--- src/rtl/pea_pkg.sv ---
`default_nettype none
// ============================================================================
// Module      : pea_pkg
// Description : Shared types and helpers for the PEA result reader slice:
//               reader state encoding, status-word bit layout and the log2
//               helper that sizes the FIFO population ports.
// Revision    : 1.0 - initial release
// ============================================================================
package pea_pkg;

    typedef enum logic [1:0] {
        IDLE    = 2'b00,
        WAIT    = 2'b01,
        CAPTURE = 2'b10,
        HOLD    = 2'b11
    } state_t;

    // Bit 0 of a status word reads "result valid"; a 0 there marks an error.
    localparam int STATUS_VALID_BIT = 0;

    // Ceiling log2; used for the population port width of the output FIFOs.
    function automatic int log2(input int value);
        int r;
        r = 0;
        for (int i = 0; i < 31; i++) begin
            if ((1 << r) < value) begin
                r = r + 1;
            end
        end
        return r;
    endfunction

endpackage
`default_nettype wire

--- src/rtl/pea_result_reader_if.sv ---
`default_nettype none
// ============================================================================
// Module      : pea_result_reader_if
// Description : Bundle between the result reader and its environment: run
//               control, the paired result/status FIFO read side and the
//               host valid/ready presentation.
//   master : the reader (pops FIFOs, presents pairs, reports busy/done)
//   slave  : the environment (FIFOs, host, run control)
// Optional    : PEA_READER_CHECKSUM_EN adds the checksum signal.
// Revision    : 1.0 - initial release
// ============================================================================
interface pea_result_reader_if #(
    parameter int BUFFER_SIZE_OUT = 32,
    parameter int WIDTH           = 16,
    parameter int CNT_WIDTH       = 8
);
    localparam int POP_W = pea_pkg::log2(BUFFER_SIZE_OUT);

    logic                 start;
    logic [CNT_WIDTH-1:0] expected_count;
    logic [POP_W-1:0]     result_pop;
    logic [POP_W-1:0]     status_pop;
    logic [WIDTH-1:0]     result_data;
    logic [WIDTH-1:0]     status_data;
    logic                 rd_en_result;
    logic                 rd_en_status;
    logic                 out_valid;
    logic                 out_ready;
    logic [WIDTH-1:0]     out_result;
    logic [WIDTH-1:0]     out_status;
    logic [CNT_WIDTH-1:0] out_index;
    logic                 busy;
    logic                 done;
    logic [CNT_WIDTH-1:0] err_count;
`ifdef PEA_READER_CHECKSUM_EN
    logic [WIDTH-1:0]     checksum;
`endif

    modport master (
        input  start, expected_count, result_pop, status_pop,
               result_data, status_data, out_ready,
        output rd_en_result, rd_en_status, out_valid, out_result,
               out_status, out_index, busy, done, err_count
`ifdef PEA_READER_CHECKSUM_EN
        , output checksum
`endif
    );

    modport slave (
        output start, expected_count, result_pop, status_pop,
               result_data, status_data, out_ready,
        input  rd_en_result, rd_en_status, out_valid, out_result,
               out_status, out_index, busy, done, err_count
`ifdef PEA_READER_CHECKSUM_EN
        , input checksum
`endif
    );

endinterface
`default_nettype wire

--- src/rtl/pea_pair_popper.sv ---
`default_nettype none
// ============================================================================
// Module      : pea_pair_popper
// Description : Joint pop of the result and status FIFOs. While armed and both
//               FIFOs hold a word, issues one shared pop strobe; on the
//               following cycle (registered FIFO read data) captures the pair.
// Ports       : clk, rst (async active-low), arm_i, result_pop_i,
//               status_pop_i, result_data_i, status_data_i -> rd_en_o,
//               result_o, status_o
// Revision    : 1.0 - initial release
// ============================================================================
module pea_pair_popper #(
    parameter int POP_W = 5,
    parameter int WIDTH = 16
) (
    input  logic             clk,
    input  logic             rst,
    input  logic             arm_i,
    input  logic [POP_W-1:0] result_pop_i,
    input  logic [POP_W-1:0] status_pop_i,
    input  logic [WIDTH-1:0] result_data_i,
    input  logic [WIDTH-1:0] status_data_i,
    output logic             rd_en_o,
    output logic [WIDTH-1:0] result_o,
    output logic [WIDTH-1:0] status_o
);
    logic             pop_q;
    logic [WIDTH-1:0] result_q;
    logic [WIDTH-1:0] status_q;

    // One strobe feeds both FIFOs so they can never drift apart.
    assign rd_en_o = arm_i && (result_pop_i != '0) && (status_pop_i != '0);

    always_ff @(posedge clk or negedge rst) begin
        if (!rst) begin
            pop_q    <= 1'b0;
            result_q <= '0;
            status_q <= '0;
        end else begin
            pop_q <= rd_en_o;
            if (pop_q) begin
                result_q <= result_data_i;
                status_q <= status_data_i;
            end
        end
    end

    assign result_o = result_q;
    assign status_o = status_q;

endmodule
`default_nettype wire

--- src/rtl/pea_result_reader.sv ---
`default_nettype none
// ============================================================================
// Module      : pea_result_reader
// Description : Host-side drain of the PEA result/status output FIFOs. A run
//               of expected_count pairs is read one pair at a time, each pair
//               is offered on a valid/ready handshake, error statuses are
//               counted (saturating) and done pulses after the last handshake.
// Ports       : clk, rst (async active-low), bus (pea_result_reader_if.master)
// Optional    : PEA_READER_CHECKSUM_EN - rolling checksum of accepted results,
//               checksum = rotl1(checksum) ^ out_result per handshake.
// Revision    : 1.0 - initial release
// ============================================================================
module pea_result_reader
    import pea_pkg::*;
#(
    parameter int BUFFER_SIZE_OUT = 32,
    parameter int WIDTH           = 16,
    parameter int CNT_WIDTH       = 8
) (
    input  logic                  clk,
    input  logic                  rst,
    pea_result_reader_if.master   bus
);
    localparam int                   POP_W   = log2(BUFFER_SIZE_OUT);
    localparam logic [CNT_WIDTH-1:0] CNT_ONE = CNT_WIDTH'(1);

    state_t               state_q, state_d;
    logic [CNT_WIDTH-1:0] remaining_q, remaining_d;
    logic [CNT_WIDTH-1:0] index_q, index_d;
    logic [CNT_WIDTH-1:0] err_q, err_d;
    logic                 valid_q, valid_d;
    logic                 done_q, done_d;
    logic                 busy_q, busy_d;
`ifdef PEA_READER_CHECKSUM_EN
    logic [WIDTH-1:0]     csum_q, csum_d;
`endif
    logic                 pop_w;
    logic [WIDTH-1:0]     result_w;
    logic [WIDTH-1:0]     status_w;

    pea_pair_popper #(
        .POP_W (POP_W),
        .WIDTH (WIDTH)
    ) u_popper (
        .clk           (clk),
        .rst           (rst),
        .arm_i         (state_q == WAIT),
        .result_pop_i  (bus.result_pop),
        .status_pop_i  (bus.status_pop),
        .result_data_i (bus.result_data),
        .status_data_i (bus.status_data),
        .rd_en_o       (pop_w),
        .result_o      (result_w),
        .status_o      (status_w)
    );

    always_ff @(posedge clk or negedge rst) begin
        if (!rst) begin
            state_q     <= IDLE;
            remaining_q <= '0;
            index_q     <= '0;
            err_q       <= '0;
            valid_q     <= 1'b0;
            done_q      <= 1'b0;
            busy_q      <= 1'b0;
`ifdef PEA_READER_CHECKSUM_EN
            csum_q      <= '0;
`endif
        end else begin
            state_q     <= state_d;
            remaining_q <= remaining_d;
            index_q     <= index_d;
            err_q       <= err_d;
            valid_q     <= valid_d;
            done_q      <= done_d;
            busy_q      <= busy_d;
`ifdef PEA_READER_CHECKSUM_EN
            csum_q      <= csum_d;
`endif
        end
    end

    always_comb begin
        state_d     = state_q;
        remaining_d = remaining_q;
        index_d     = index_q;
        err_d       = err_q;
        valid_d     = valid_q;
        done_d      = 1'b0;
        busy_d      = busy_q;
`ifdef PEA_READER_CHECKSUM_EN
        csum_d      = csum_q;
`endif
        case (state_q)
            IDLE: begin
                if (bus.start) begin
                    remaining_d = bus.expected_count;
                    index_d     = '0;
                    err_d       = '0;
`ifdef PEA_READER_CHECKSUM_EN
                    csum_d      = '0;
`endif
                    if (bus.expected_count == '0) begin
                        done_d = 1'b1;
                        busy_d = 1'b0;
                    end else begin
                        busy_d  = 1'b1;
                        state_d = WAIT;
                    end
                end
            end
            WAIT: begin
                if (pop_w) begin
                    state_d = CAPTURE;
                end
            end
            CAPTURE: begin
                // FIFO read data is valid this cycle; the popper registers it.
                valid_d = 1'b1;
                if (!bus.status_data[STATUS_VALID_BIT] && (err_q != {CNT_WIDTH{1'b1}})) begin
                    err_d = err_q + CNT_ONE;
                end
                state_d = HOLD;
            end
            HOLD: begin
                if (bus.out_ready) begin
                    valid_d     = 1'b0;
                    index_d     = index_q + CNT_ONE;
                    remaining_d = remaining_q - CNT_ONE;
`ifdef PEA_READER_CHECKSUM_EN
                    csum_d      = {csum_q[WIDTH-2:0], csum_q[WIDTH-1]} ^ result_w;
`endif
                    if (remaining_q == CNT_ONE) begin
                        done_d  = 1'b1;
                        busy_d  = 1'b0;
                        state_d = IDLE;
                    end else begin
                        state_d = WAIT;
                    end
                end
            end
            default: state_d = IDLE;
        endcase
    end

    assign bus.rd_en_result = pop_w;
    assign bus.rd_en_status = pop_w;
    assign bus.out_valid    = valid_q;
    assign bus.out_result   = result_w;
    assign bus.out_status   = status_w;
    assign bus.out_index    = index_q;
    assign bus.busy         = busy_q;
    assign bus.done         = done_q;
    assign bus.err_count    = err_q;
`ifdef PEA_READER_CHECKSUM_EN
    assign bus.checksum     = csum_q;
`endif

endmodule
`default_nettype wire

--- src/flat_wrapper.sv ---
// flat-port wrapper written by rule: the top's interface ports become plain ports
module pea_result_reader_flat import pea_pkg::*;
#(
    parameter int BUFFER_SIZE_OUT = 32,
    parameter int WIDTH           = 16,
    parameter int CNT_WIDTH       = 8
)
  (clk, rst, bus_start, bus_expected_count, bus_result_pop, bus_status_pop, bus_result_data, bus_status_data, bus_out_ready, bus_rd_en_result, bus_rd_en_status, bus_out_valid, bus_out_result, bus_out_status, bus_out_index, bus_busy, bus_done, bus_err_count);
  pea_result_reader_if #(.BUFFER_SIZE_OUT(BUFFER_SIZE_OUT), .WIDTH(WIDTH), .CNT_WIDTH(CNT_WIDTH)) bus_i ();
  input  logic clk;
  input  logic rst;
  input wire logic [$bits(bus_i.start)-1:0] bus_start;
  input wire logic [$bits(bus_i.expected_count)-1:0] bus_expected_count;
  input wire logic [$bits(bus_i.result_pop)-1:0] bus_result_pop;
  input wire logic [$bits(bus_i.status_pop)-1:0] bus_status_pop;
  input wire logic [$bits(bus_i.result_data)-1:0] bus_result_data;
  input wire logic [$bits(bus_i.status_data)-1:0] bus_status_data;
  input wire logic [$bits(bus_i.out_ready)-1:0] bus_out_ready;
  output wire logic [$bits(bus_i.rd_en_result)-1:0] bus_rd_en_result;
  output wire logic [$bits(bus_i.rd_en_status)-1:0] bus_rd_en_status;
  output wire logic [$bits(bus_i.out_valid)-1:0] bus_out_valid;
  output wire logic [$bits(bus_i.out_result)-1:0] bus_out_result;
  output wire logic [$bits(bus_i.out_status)-1:0] bus_out_status;
  output wire logic [$bits(bus_i.out_index)-1:0] bus_out_index;
  output wire logic [$bits(bus_i.busy)-1:0] bus_busy;
  output wire logic [$bits(bus_i.done)-1:0] bus_done;
  output wire logic [$bits(bus_i.err_count)-1:0] bus_err_count;
  assign bus_i.start = bus_start;
  assign bus_i.expected_count = bus_expected_count;
  assign bus_i.result_pop = bus_result_pop;
  assign bus_i.status_pop = bus_status_pop;
  assign bus_i.result_data = bus_result_data;
  assign bus_i.status_data = bus_status_data;
  assign bus_i.out_ready = bus_out_ready;
  assign bus_rd_en_result = bus_i.rd_en_result;
  assign bus_rd_en_status = bus_i.rd_en_status;
  assign bus_out_valid = bus_i.out_valid;
  assign bus_out_result = bus_i.out_result;
  assign bus_out_status = bus_i.out_status;
  assign bus_out_index = bus_i.out_index;
  assign bus_busy = bus_i.busy;
  assign bus_done = bus_i.done;
  assign bus_err_count = bus_i.err_count;
  pea_result_reader #(.BUFFER_SIZE_OUT(BUFFER_SIZE_OUT), .WIDTH(WIDTH), .CNT_WIDTH(CNT_WIDTH)) u_core (.clk(clk), .rst(rst), .bus(bus_i));
endmodule
--- config.mk ---
export PLATFORM = sky130hd
export DESIGN_NAME = pea_result_reader_flat
export DESIGN_NICKNAME = d
export VERILOG_FILES = /design/src/rtl/pea_pkg.sv /design/src/rtl/pea_result_reader_if.sv /design/src/rtl/pea_pair_popper.sv /design/src/rtl/pea_result_reader.sv /design/src/flat_wrapper.sv
export SDC_FILE = /design/constraint.sdc
export NUM_CORES = 1
export LEC_CHECK = 0
export ABC_AREA = 1
export BUFFER_PORTS_ARGS = -buffer_cell sky130_fd_sc_hd__buf_2
export CORE_MARGIN = 5
export CORE_UTILIZATION = 50
export DETAILED_ROUTE_END_ITERATION = 12
export PLACE_DENSITY = 0.8
export SLEW_MARGIN = 20
export SYNTH_ARGS = -nofsm -noshare
export SYNTH_HDL_FRONTEND = slang
export SYNTH_SLANG_ARGS = --single-unit
export TNS_END_PERCENT = 10
--- constraint.sdc ---
create_clock -name clk -period 1.9 [get_ports clk]
set_clock_uncertainty 0.1 [all_clocks]
set_input_delay 0.19 -clock clk [delete_from_list [all_inputs] [get_ports clk]]
set_output_delay 0.19 -clock clk [all_outputs]
set_load 0.1 [all_outputs]
==> flow_summary.yaml, run 1 <==
layout:
  final_area_um2: 4345
  final_cell_mix: "104 x buf_2, 82 x nand2_1, 60 x dfrtp_1"
  antennaDiodeCount: 0
  layout-drive-gt1-share_pct: 35.20
  final_nets: 558
  instances_no_fill: 577
  mostFrequentLayoutCell: "buf_2"
  area_delta_synth_final_pct: 37.82
floorplanning:
  ioPinCount: 107
  placementRows: 29
  die_w_um: 89.41
  die_y_um: 89.41
  initial_core_util_pct: 50.52
  fp.coreArea_um2: 6241
  die_area_um2: 7994
critical_path:
  critPathLaunch: "u_core.state_q[1]$_DFFE_PN0P_"
  cp-end-kind: "primary output"
  r2r_setup_slack_ns: 0.10
  worstPathArrival_ns: 1.58
  cp-start-kind: "flip-flop"
  rr_worst_depth: 9
  r2r_start: "u_core.state_q[1]$_DFFE_PN0P_"
  path_class: "flip-flop to primary output"
  path_max_fanout: 3
  reg2reg_to: "u_core.remaining_q[7]$_DFFE_PN0P_"
  crit_required_ns: 1.61
run:
  maxCapViolations: 0
min_path:
  min_from: "bus_status_data[0]"
  hold_path.class: "input pin to flip-flop"
  hold_depth: 3
  hold_end: "u_core.u_popper.status_o[0]$_DFFE_PN0P_"
sta:
  max_freq_mhz: 533.9
  slew_viol_final: 0
  fin_crit_ns: 1.873
  relSlewSlack_pct: 63.10
  setup_viol: 0
  rsz0062_at_grt: "true"
  setup_tns_ns: 0
  final.period_utilization_pct: 98.59
  final-hold-violation-count: 0
  worst_pin_slew_ns: 0.5536
detailed_routing:
  drtIter0Drc: 176
  drt_wl_total_um: 8037
  wire_per_inst_um: 13.93
  drc_errors: 0
  routed_via_density: 4.938
  vias: 2849
  first_pass_iters: 4
  ant_nets: 0
global_route:
  grt_start_max_net_pins: 34
  first_global_vias: 2698
  grt.total_usage_pct: 20.01
  antenna_found_initial: 0
  grt_overflow: 0
  grt_first_pass_wirelength_um: 12320
synth:
  yosysWarningCount: 0
  ys_seq_area_share_pct: 49.21
  synth_cell_types: 31
  synthesis.area_um2: 3153
  syn_area_per_cell_um2: 8.983
  synth_cells: 351
  synth_seq_cells: 62
  synthesis.nets: 414
clock_network:
  htreeDepth: 3
  cts.path.max_buffers: 2
  clk-insertion-delay-late_ns: 0.33
  cts_made_buffers: 9
  clk_pin_slew_ns: 0.07
  root_buffer: "clkbuf_8"
  cts_tree: "built"
  cts_num_sinks: 62
placement:
  post_dp_cell_area_um2: 3814
  place_inst: 530
  io_buffer_count: 106
  place_hpwl_um: 5608
  gp_congestion: 0.8128
status:
  outcome: "complete, no violations"
## critical path, stage by stage, from the launching register on
cell and delay, ns:
dfrtp_1 0.39, inv_1 0.14, ha_1 0.24, nand3_2 0.13, clkinvlp_4 0.16, buf_12 0.18
## registers in the layout (all words and copies together) (netlist names)
name and count:
u_core.u_popper.pop_q 1, u_core.u_popper.result_o 16, u_core.bus.err_count 8, u_core.bus.out_valid 1, u_core.bus.busy 1, u_core.remaining_q 8
u_core.bus.out_index 8, u_core.state_q 2, u_core.u_popper.status_o 16, u_core.bus.done 1
## cell usage after synthesis
| cell type | count | area share, % |
|---|---|---|
| clkinv_1 | 1 | 0.12 |
| o22ai_1 | 1 | 0.20 |
| nand2_2 | 4 | 0.79 |
| ha_1 | 9 | 3.6 |
| buf_6 | 3 | 1.1 |
| inv_2 | 1 | 0.12 |
| clkbuf_4 | 1 | 0.24 |
| nand2_1 | 82 | 9.8 |
| o21ai_2 | 2 | 0.56 |
| nor2_1 | 34 | 4.0 |
| nor2_4 | 1 | 0.36 |
| buf_2 | 4 | 0.63 |
| o21a_1 | 1 | 0.24 |
| o211ai_1 | 1 | 0.24 |
| nand3_1 | 28 | 4.4 |
| nand2_4 | 1 | 0.36 |
| xor2_1 | 1 | 0.28 |
| dfrtp_1 | 62 | 49 |
| nand4_1 | 6 | 1.2 |
| mux2_2 | 31 | 11 |
| o21ai_1 | 8 | 1.3 |
| o21ai_0 | 12 | 1.9 |
| nor3_1 | 3 | 0.48 |
| nor3b_1 | 1 | 0.24 |
| inv_1 | 34 | 4.0 |
| nand3b_1 | 4 | 0.95 |
| a21boi_0 | 1 | 0.24 |
| or2_2 | 1 | 0.20 |
| buf_4 | 2 | 0.48 |
| a21oi_1 | 10 | 1.6 |
| clkbuf_1 | 1 | 0.12 |
## layer usage
| layer | part of all wire, % | track usage [%] | routed length (µm) | vias up |
|---|---|---|---|---|
| li1 | - | - | - | 1430 |
| met1 | 41 | 23.75 | 3279 | 1308 |
| met2 | 50 | 36.03 | 3997 | 97 |
| met3 | 8.0 | 3.594 | 640 | 14 |
| met4 | 1.5 | 7.307 | 120 | 0 |
| met5 | 0 | 0 | 0 | - |
## kinds of logic (layout without fill, tap and decap cells)
group	Yosys count	in the layout	share of synthesized area, %
AOI/OAI and AO/OA	36	36	6.231
xor gates and xnor gates	1	1	0.2778
buffers and inverters	47	196	6.825
adders and majority gates	9	9	3.571
and+or+nand+nor	165	165	22.82
DFF	62	62	49.21
muxes	31	31	11.07
## per-stage QoR
step	utilization (%)	setup WS (ns)	hold slack, ns
global placement	61.11	0.1542	0.1053
global route	69.63	-0.01428	0.001998
floorplan	-	-0.02988	-0.2056
detailed placement	61.11	0.05529	0.1065
finish	69.63	0.02686	0.006592
CTS	69.07	0.01811	0.001224
## worst max-delay path by stage
stage               slack, ns  cells past startpoint                                   to
global placement         0.15                     10    u_core.remaining_q[7]$_DFFE_PN0P_
CTS                      0.02                     10    u_core.remaining_q[7]$_DFFE_PN0P_
detailed placement       0.06                     10    u_core.remaining_q[7]$_DFFE_PN0P_
global route            -0.01                      5                     bus_rd_en_result
floorplan               -0.03                      9  u_core.bus.err_count[4]$_DFFE_PN0P_
finish                   0.03                      5                     bus_rd_en_status
## area by class of cell
class,count,area [µm²]
Sequential cell,62,1554
Multi-Input combinational cell,242,1404
Tap cell,77,96.34
Inverter,36,138.9
Clock buffer,12,155.1
Timing Repair Buffer,144,943.4
Clock inverter,4,53.80
Fill cell,470,1896
## what timing repair did
item,CTS,global route
hold buffers,28,1
resized for setup,0,3
hold endpoints to repair,48,1
setup buffers,1,1
endpoints found under the setup margin,2,10
Power of run 1 is left out: the tool's default activity adds up to more than one toggle a clock period on the data nets, which glitch-free logic cannot reach.
==> run 2: changes to the inputs <==
Settings changed: PLACE_DENSITY 0.8 to 0.84.
==> flow_summary.yaml, run 2 (synthesis gave the netlist of run 1 again) <==
layout:
  area_delta_synth_final_pct: 39.60
  mostFrequentLayoutCell: "buf_2"
  final_area_um2: 4402
  antennaDiodeCount: 0
  final_cell_mix: "104 x buf_2, 81 x nand2_1, 60 x dfrtp_1"
  final_nets: 562
  layout-drive-gt1-share_pct: 35.71
status:
  outcome: "complete, no violations"
clock_network:
  clk-insertion-delay-late_ns: 0.35
  clk_pin_slew_ns: 0.07
  cts_num_sinks: 62
  cts_tree: "built"
  root_buffer: "clkbuf_8"
  htreeDepth: 3
  cts_made_buffers: 9
  cts.path.max_buffers: 2
placement:
  dp_slack_ns: 0.01290
  post_dp_cell_area_um2: 3814
  io_buffer_count: 106
  gp_congestion: 0.8725
  place_hpwl_um: 5376
run:
  maxCapViolations: 0
floorplanning:
  die_y_um: 89.41
  ioPinCount: 107
  die_w_um: 89.41
  die_area_um2: 7994
  placementRows: 29
  initial_core_util_pct: 50.52
  fp.coreArea_um2: 6241
detailed_routing:
  drtIter0Drc: 126
  drc_errors: 0
  ant_nets: 0
  drt_wl_total_um: 8956
  routed_via_density: 5.052
  first_pass_iters: 4
  vias: 2935
  wire_per_inst_um: 15.41
sta:
  final.period_utilization_pct: 95.72
  worst_pin_slew_ns: 0.5122
  setup_viol: 0
  slew_viol_final: 0
  relSlewSlack_pct: 66.09
  rsz0062_at_grt: "false"
  max_freq_mhz: 549.8
  final-hold-violation-count: 0
  setup_ws_ns: 0.08127
  fin_crit_ns: 1.819
critical_path:
  worstPathArrival_ns: 1.53
  cp-start-kind: "flip-flop"
  path_max_fanout: 5
  cp-end-kind: "primary output"
  crit_required_ns: 1.61
  path_class: "flip-flop to primary output"
min_path:
  hold_path.class: "input pin to flip-flop"
global_route:
  antenna_found_initial: 0
  grt.total_usage_pct: 23.32
  grt_first_pass_wirelength_um: 13900
  grt_overflow: 0
  first_global_vias: 2903
  grt_start_max_net_pins: 63
run 2: final cells by class:
type                       instances  area (µm²)
clock buffer                       9       123.9
clock inverter                     7       97.59
fill                             450        1839
inverter                          36       142.6
multi-input combinational        243        1408
sequential                        62        1554
tap                               77       96.34
timing repair buffer             147       979.7
run 2: path summary, 6_finish.rpt:
kind | start | to | slack (ns) | cells after the start
setup / recovery | u_core.state_q[0]$_DFFE_PN0P_ | bus_rd_en_status | 0.08 | 4
setup reg to reg | u_core.state_q[1]$_DFFE_PN0P_ | u_core.remaining_q[7]$_DFFE_PN0P_ | 0.13 | 9
hold / removal | bus_expected_count[1] | u_core.remaining_q[1]$_DFFE_PN0P_ | 0.03 | 3
hold reg to reg | u_core.bus.busy$_DFFE_PN0P_ | u_core.bus.busy$_DFFE_PN0P_ | 0.40 | 2
min in group asynchronous | rst | u_core.u_popper.status_o[4]$_DFFE_PN0P_ | 0.29 | 3
max in group asynchronous | rst | u_core.bus.err_count[0]$_DFFE_PN0P_ | 1.14 | 3
run 2: per-stage QoR:
stage / utilization, % / setup TNS, ns / hold slack [ns] / cells
global route: 70.53 / 0 / 0.03826 / 581
finish: 70.53 / 0 / 0.03493 / 581
detailed placement: 61.11 / 0 / 0.1227 / 530
floorplan: - / -0.1227 / -0.2056 / 351
global placement: 61.11 / 0 / 0.1224 / 530
CTS: 70.07 / 0 / 0.01770 / 580
run 2: repair_timing:
action	4_1_cts	5_1_grt
hold endpoints to repair	94	0
pin swaps	0	1
hold buffers	33	0
endpoints found under the setup margin	2	18
resized for setup	0	7
setup buffers	1	0
cloned	0	1
run 2: worst max-delay path, stage by stage (launching register included):
cell        delay (ns)
dfrtp_1           0.44
ha_1              0.26
nand3_2           0.12
clkinvlp_4        0.16
buf_12            0.20
run 2: layer usage:
metal / vias to the layer above / GRT usage [%] / share of wire [%] / wire length, µm
li1: 1439 / - / - / -
met1: 1357 / 25.65 / 39 / 3499
met2: 113 / 40.05 / 49 / 4432
met3: 26 / 8.111 / 8.2 / 736
met4: 0 / 11.37 / 3.2 / 287
met5: - / 0 / 0 / 0
Power of run 2 is left out for the same reason.
==> run 3: changes to the inputs <==
Settings changed: CORE_UTILIZATION 50 to 51, HOLD_SLACK_MARGIN set to 0.06, SYNTH_HIERARCHICAL set to 1.
==> flow_summary.yaml, run 3 <==
status:
  outcome: "complete, no violations"
sta:
  final-hold-violation-count: 0
  rsz0062_at_grt: "false"
  final.period_utilization_pct: 95.64
  fin_hold_ws_ns: 0.1284
  fin_crit_ns: 1.817
  setup_viol: 0
  setup_ws_ns: 0.08279
  slew_viol_final: 0
  max_freq_mhz: 550.3
  relSlewSlack_pct: 66.65
  worst_pin_slew_ns: 0.5037
clock_network:
  cts_num_sinks: 62
  cts_tree: "built"
  htreeDepth: 3
  root_buffer: "clkbuf_8"
  clk_pin_slew_ns: 0.06
  cts_made_buffers: 9
  clk-insertion-delay-late_ns: 0.33
  cts.path.max_buffers: 2
layout:
  fillers: 427
  final_util_pct: 72.24
  final_cell_mix: "104 x buf_2, 96 x nand2_1, 59 x dfrtp_1"
  layout-drive-gt1-share_pct: 35.18
  mostFrequentLayoutCell: "buf_2"
  area_delta_synth_final_pct: 37.66
  antennaDiodeCount: 0
  final_nets: 581
min_path:
  min_from: "bus_expected_count[6]"
  hold_depth: 5
  hold_path.class: "input pin to flip-flop"
detailed_routing:
  ant_nets: 0
  first_pass_iters: 4
  wire_per_inst_um: 14.53
  drt_wl_total_um: 8719
  vias: 3019
  routed_via_density: 5.032
  drc_errors: 0
  drtIter0Drc: 140
global_route:
  grt_overflow: 0
  first_global_vias: 3004
  grt_start_max_net_pins: 48
  grt_first_pass_wirelength_um: 14600
  grt.total_usage_pct: 21.57
  antenna_found_initial: 0
synth:
  synthesis.area_um2: 3332
  synth_seq_cells: 62
  synthMostInstantiatedCell: "nand2_1"
  synth_cells: 363
  yosysWarningCount: 6
  synth_cell_types: 28
  synth-edff-count: 0
  synth_flop_cell: "dfrtp_1"
  yosys-top-cells-count: "96 x nand2_1, 62 x dfrtp_1, 48 x nor2_1"
  synth.top_cell.area_share_pct: 46.56
  ys_seq_area_share_pct: 46.56
  yosys.area.top_type: "dfrtp_1"
  synthesis.nets: 426
  async_reset_ff_share_pct: 100.0
  syn_area_per_cell_um2: 9.179
  ys_top_cells_by_area: "dfrtp_1 47%, mux2_4 14%, nand2_1 11%, nor2_1 5.4%, nand3_1 3.8%"
critical_path:
  cp-start-kind: "flip-flop"
  r2r_start: "u_core/state_q[1]$_DFFE_PN0P_"
  path_depth: 6
  crit_required_ns: 1.61
  crit_slowest_cell: "dfrtp_1"
  worstPathArrival_ns: 1.53
  slowest_delay_ns: 0.41
  crit_chain: "inv_2 -> ha_2 -> nand2_1 -> nor2_4 -> buf_4 -> buf_12"
  path_class: "flip-flop to primary output"
  crit_buf_inv: 3
  cp-end-kind: "primary output"
  critPathLaunch: "u_core/state_q[1]$_DFFE_PN0P_"
  path_max_fanout: 3
  rr_worst_depth: 10
  critPathTopFamily: "flip-flops"
placement:
  gp_congestion: 0.8829
  place_hpwl_um: 5676
  dp_slack_ns: 0.2079
  io_buffer_count: 106
floorplanning:
  die_w_um: 90.83
  die_y_um: 90.83
  initial_core_util_pct: 52.47
  fp.coreArea_um2: 6350
  ioPinCount: 107
  placementRows: 29
  die_area_um2: 8250
run:
  maxCapViolations: 0
[run 3: final cells by class]
type                       instances  area [µm²]  area share [%]
multi-input combinational        257        1549           33.77
tap                               77       96.34           2.100
timing repair buffer             155        1061           23.13
sequential                        62        1555           33.91
clock buffer                      13       158.9           3.464
inverter                          33       123.9           2.700
clock inverter                     3       42.54          0.9274
[run 3: cell families after synthesis]
group,synth area share (%)
AO/OA/AOI/OAI,5.670
flip-flops,46.56
AND/OR/NAND/NOR,22.94
adder cells (fa/ha/maj),3.380
multiplexers,14.19
buffers and inverters,7.248
[run 3: path summary, 6_finish.rpt]
kind,endpoint,slack [ns]
max,bus_rd_en_result,0.08
min,u_core/remaining_q[6]$_DFFE_PN0P_,0.13
max reg2reg,u_core/bus.busy$_DFFE_PN0P_,0.16
min reg2reg,u_core/u_popper/status_o[8]$_DFFE_PN0P_,0.40
max in group asynchronous,u_core/u_popper/pop_q$_DFF_PN0_,0.89
min in group asynchronous,u_core/u_popper/result_o[13]$_DFFE_PN0P_,0.22
[run 3: worst register-to-register path, cell delays in order, from the launching register on]
cell and delay [ns]:
dfrtp_1 0.39, inv_2 0.06, buf_4 0.13, ha_1 0.23, nand2_2 0.15, o21ai_4 0.09, nor2_4 0.13, buf_12 0.16
nand2_1 0.07, nand2_1 0.06, o21ai_1 0.06
[run 3: what timing repair did]
action,in CTS,in global routing
hold endpoints to repair,52,0
hold buffers,38,0
buffers inserted,0,5
resized for setup,0,1
endpoints found under the setup margin,0,2
[run 3: per-layer routing]
| layer | vias to the layer above | share of wire [%] | track usage [%] |
|---|---|---|---|
| met2 | 124 | 50 | 35.59 |
| met4 | 0 | 1.4 | 7.579 |
| met3 | 11 | 6.1 | 4.667 |
| met5 | - | 0 | 0 |
| li1 | 1478 | - | - |
| met1 | 1406 | 43 | 27.96 |
[run 3: stage by stage]
step / TNS [ns] / area [µm²] / std cells
final: 0 / 4587 / 600
after global routing: 0 / 4587 / 600
after CTS: 0 / 4547 / 595
after detailed placement: 0 / 3965 / 541
after global placement: 0 / 3965 / 541
after floorplan: -0.1620 / 3346 / 363
Power of run 3 is left out for the same reason.
